==> config.mk <==
export PLATFORM = sky130hd
export DESIGN_NAME = ui_sync_fifo
export DESIGN_NICKNAME = d
export VERILOG_FILES = /design/src/rtl/ui_sync_fifo.sv
export SDC_FILE = /design/constraint.sdc
export NUM_CORES = 1
export LEC_CHECK = 0
export BUFFER_PORTS_ARGS = -buffer_cell sky130_fd_sc_hd__buf_2
export CAP_MARGIN = 10
export CORE_MARGIN = 5
export CORE_UTILIZATION = 50
export DETAILED_ROUTE_END_ITERATION = 16
export PLACE_DENSITY = 0.71
export REMOVE_ABC_BUFFERS = 1
export SLEW_MARGIN = 10
export SYNTH_ARGS = -nofsm -noshare
export SYNTH_HDL_FRONTEND = slang
export SYNTH_SLANG_ARGS = --single-unit
==> constraint.sdc <==
create_clock -name clk_i -period 1.9 [get_ports clk_i]
set_clock_uncertainty 0.05 [all_clocks]
set_input_delay 0.19 -clock clk_i [delete_from_list [all_inputs] [get_ports clk_i]]
set_output_delay 0.19 -clock clk_i [all_outputs]
set_load 0.01 [all_outputs]
==> src/rtl/ui_sync_fifo.sv <==
// ---------------------------------------------------------------------------
// ui_sync_fifo
// Purpose : small single-clock FIFO with a count-based full/empty.
// Ports   : clk_i, rst_ni (async, active-low)
//           push_i/data_i : write side, ignored when full unless popping
//           pop_i/data_o  : read side, data_o shows the head entry
//           full_o/empty_o: occupancy flags
// Push and pop in the same cycle are both honoured.
// ---------------------------------------------------------------------------
module ui_sync_fifo #(
    parameter int WIDTH = 8,
    parameter int DEPTH = 4
) (
    input  logic             clk_i,
    input  logic             rst_ni,
    input  logic             push_i,
    input  logic [WIDTH-1:0] data_i,
    input  logic             pop_i,
    output logic [WIDTH-1:0] data_o,
    output logic             full_o,
    output logic             empty_o
);

    localparam int PTR_W = (DEPTH > 1) ? $clog2(DEPTH) : 1;
    localparam int CNT_W = $clog2(DEPTH + 1);
    localparam logic [PTR_W-1:0] PTR_LAST = PTR_W'(DEPTH - 1);
    localparam logic [CNT_W-1:0] CNT_FULL = CNT_W'(DEPTH);

    logic [WIDTH-1:0] store_q [DEPTH];
    logic [PTR_W-1:0] wptr_q, wptr_d;
    logic [PTR_W-1:0] rptr_q, rptr_d;
    logic [CNT_W-1:0] count_q, count_d;
    logic             do_push, do_pop;

    assign full_o  = (count_q == CNT_FULL);
    assign empty_o = (count_q == '0);
    assign data_o  = store_q[rptr_q];

    // A push into a full FIFO is accepted only when the head leaves this cycle.
    assign do_pop  = pop_i && !empty_o;
    assign do_push = push_i && (!full_o || do_pop);

    always_comb begin
        wptr_d  = wptr_q;
        rptr_d  = rptr_q;
        count_d = count_q;
        if (do_push) begin
            wptr_d = (wptr_q == PTR_LAST) ? '0 : wptr_q + 1'b1;
        end
        if (do_pop) begin
            rptr_d = (rptr_q == PTR_LAST) ? '0 : rptr_q + 1'b1;
        end
        case ({do_push, do_pop})
            2'b10:   count_d = count_q + 1'b1;
            2'b01:   count_d = count_q - 1'b1;
            default: count_d = count_q;
        endcase
    end

    always_ff @(posedge clk_i or negedge rst_ni) begin
        if (!rst_ni) begin
            wptr_q  <= '0;
            rptr_q  <= '0;
            count_q <= '0;
        end else begin
            wptr_q  <= wptr_d;
            rptr_q  <= rptr_d;
            count_q <= count_d;
        end
    end

    // Storage needs no reset: an entry is only observed after being pushed.
    always_ff @(posedge clk_i) begin
        if (do_push) begin
            store_q[wptr_q] <= data_i;
        end
    end

endmodule

==> results.txt <==
Synth Register Bits = 39
Min Hold Slack = 0.0283 ns
Path depth of the worst reg2reg path = 6
Initial DRT Pass Iterations = 4
Top post-synthesis cells by area = edfxtp_1 57%, mux4_2 11%, dfrtp_1 10%
Pwr Total = 2950 uW
CTS tree = yes
Hold_sp = data_i[1]
Setup repair after global routing missed its margin = true
Final period utilization = 95.4%
Hold Crit Class = in -> reg
Sequential share of the synthesized area = 67.0%
Die area = 4660 um^2
Clk sink count = 39
Root buffer cell = clkbuf_4
DRC viols = 0
Final worst slack = 0.0876 ns
Area Overhead vs Synth = 19.9%
Mapped Area = 1700 um^2
Clk_lat worst skew = 0.34 ns
Critical path type = reg -> out
# IOs = 22
Via density = 5.22
Main synth FF type = edfxtp_1
GPL Wtd Cong = 0.809
Final Hold Fails = 0
Nets = 147
Initial core utilization = 51.2%
Fin. max-slew vios = 0
Max Cap Viol = 0
Slowest CP cell = dfrtp_4
Post-route setup TNS = 0 ns
VDD IR max = 800 uV
Max_slew headroom = 70.3%
Grt total ovfl = 0
Crit path cell chain = mux4_2 -> buf_6
Most common cell in the synthesized netlist = edfxtp_1
Port Buffer Count = 21
Final setup vio count = 0
Startpoint types = flop
Cell depth of the worst min-delay path = 1
H-tree lvl count = 2
Via count = 918
Number of global-route vias before repair = 938
DP HPWL = 1860 um
Pre-CTS WS = 0.0921 ns
# diodes = 0
Number of synthesized flops with an enable pin = 32
Worst EP arrival = 1.57 ns
Crit end category = output port
Post-synthesis cell type count = 32
Setup crit start = rptr_q[0]$_DFFE_PN0N_
Synth async-reset ratio = 17.9%
FP Rows = 21
Antenna violations before repair = 0
GRT Total Usage = 14.9%
Leak = 0.000772 uW
Status = completed
Pwr per Cell Area = 1450 nW/um^2
Largest net degree at the start of global routing = 14
Synth top cells by count = 32 x edfxtp_1, 8 x mux4_2, 7 x dfrtp_1
Final ANT Viol Nets = 0
Yosys Warn Count = 0
Drt first-iter violations = 66
CTS clk-pin slew, worst paths = 0.11 ns
Die W = 68.2 um
DR WL/cell = 16.2 um
Clk buf depth = 2
F_max = 552 MHz
Synth top area share = 56.7%
Layout cells sized above 1 = 38.5%
Worst slew pin tran = 0.445 ns
Internal reg-to-reg setup slack = 0.09 ns
Placeable Area = 3310 um^2
Global-route wire length before repair = 4670 um
Post-layout util = 61.4%
Die Y-Extent = 68.2 um
Cells after Synth = 96
Num CTS Buffers = 5
Crit Path Max Fanout = 9
Critical Path RT = 1.66 ns
Average cell area after synthesis = 17.7 um^2
Reg2Reg Launch Point = count_q[0]$_DFFE_PN0P_
Crit path time final = 1.81 ns
Max incr delay on CP = 0.55 ns
WL final = 2850 um
Leading area contributor after synthesis = edfxtp_1
==> per-stage QoR <==
step / area, um^2 / std cells
3_5_place_dp: 1850 / 160
2_1_floorplan: 1670 / 91
6_report: 2030 / 176
5_1_grt: 2030 / 176
3_3_place_gp: 1850 / 160
4_1_cts: 2010 / 175
==> routing by layer <==
metal	vias up	wire length [um]	part of all wire (%)	track usage (%)
met5	-	0	0	0
met4	0	53	1.9	5.96
met3	5	113	4.0	5.09
met2	17	1490	52	25.0
met1	466	1190	42	17.4
li1	430	-	-	-
==> final cells by class <==
type,instances,area [um^2]
well taps,46,57.6
repair buffers,31,204
flip-flops and latches,39,1140
clock inverters,3,43.8
inverters,5,18.8
clock buffers,5,37.5
multi-input cells,47,528
fillers,264,1280
==> cell usage in the layout (no fill, tap or decap), types with 2 or more instances in the layout <==
cell type,n
dfrtp_2,2
o21bai_1,2
ha_1,5
edfxtp_1,32
buf_4,3
mux4_2,8
clkbuf_4,5
buf_2,20
nor2_1,4
dfrtp_1,4
nand2b_1,3
mux2_2,2
mux2_4,2
inv_1,5
and2_1,4
dlygate4sd3_1,7
==> cells by family after synthesis <==
kind of cell	share of synthesized area, %
muxes	14.3
AOI/OAI and AO/OA	4.80
buffers and inverters	2.51
and+or+nand+nor	5.46
DFF	67.0
adders and majority gates	4.87
xor gates and xnor gates	1.03
==> state kept, by name, indices dropped and copies added (netlist names) <==
register and flops:
count_q 3, rptr_q 2, wptr_q 2, store_q 32
==> worst max-delay path, delay by kind of cell, from the launching register on <==
family / cells / cell delay [ns]
DFF: 1 / 0.55
muxes: 1 / 0.55
buffers and inverters: 1 / 0.14
==> power by group <==
group          leakage, uW  internal (uW)  switching [uW]
Clock            0.0000452            277             265
Sequential        0.000374           1160             222
Combinational     0.000353            578             441
==> path summary, 6_finish.rpt <==
check	endpoint
min in group asynchronous	count_q[0]$_DFFE_PN0P_
hold / removal	store_q[2][1]$_DFFE_PP_
hold reg to reg	count_q[0]$_DFFE_PN0P_
setup reg to reg	count_q[1]$_DFFE_PN0P_
setup / recovery	data_o[2]
max in group asynchronous	rptr_q[0]$_DFFE_PN0N_
==> what timing repair did <==
item | CTS | global route
hold endpoints to repair | 27 | 3
setup buffers | 1 | 0
setup endpoints to repair | 8 | 10
resized for setup | 2 | 5
hold buffers | 6 | 1
Note: power is estimated with default switching activity, not from simulation.
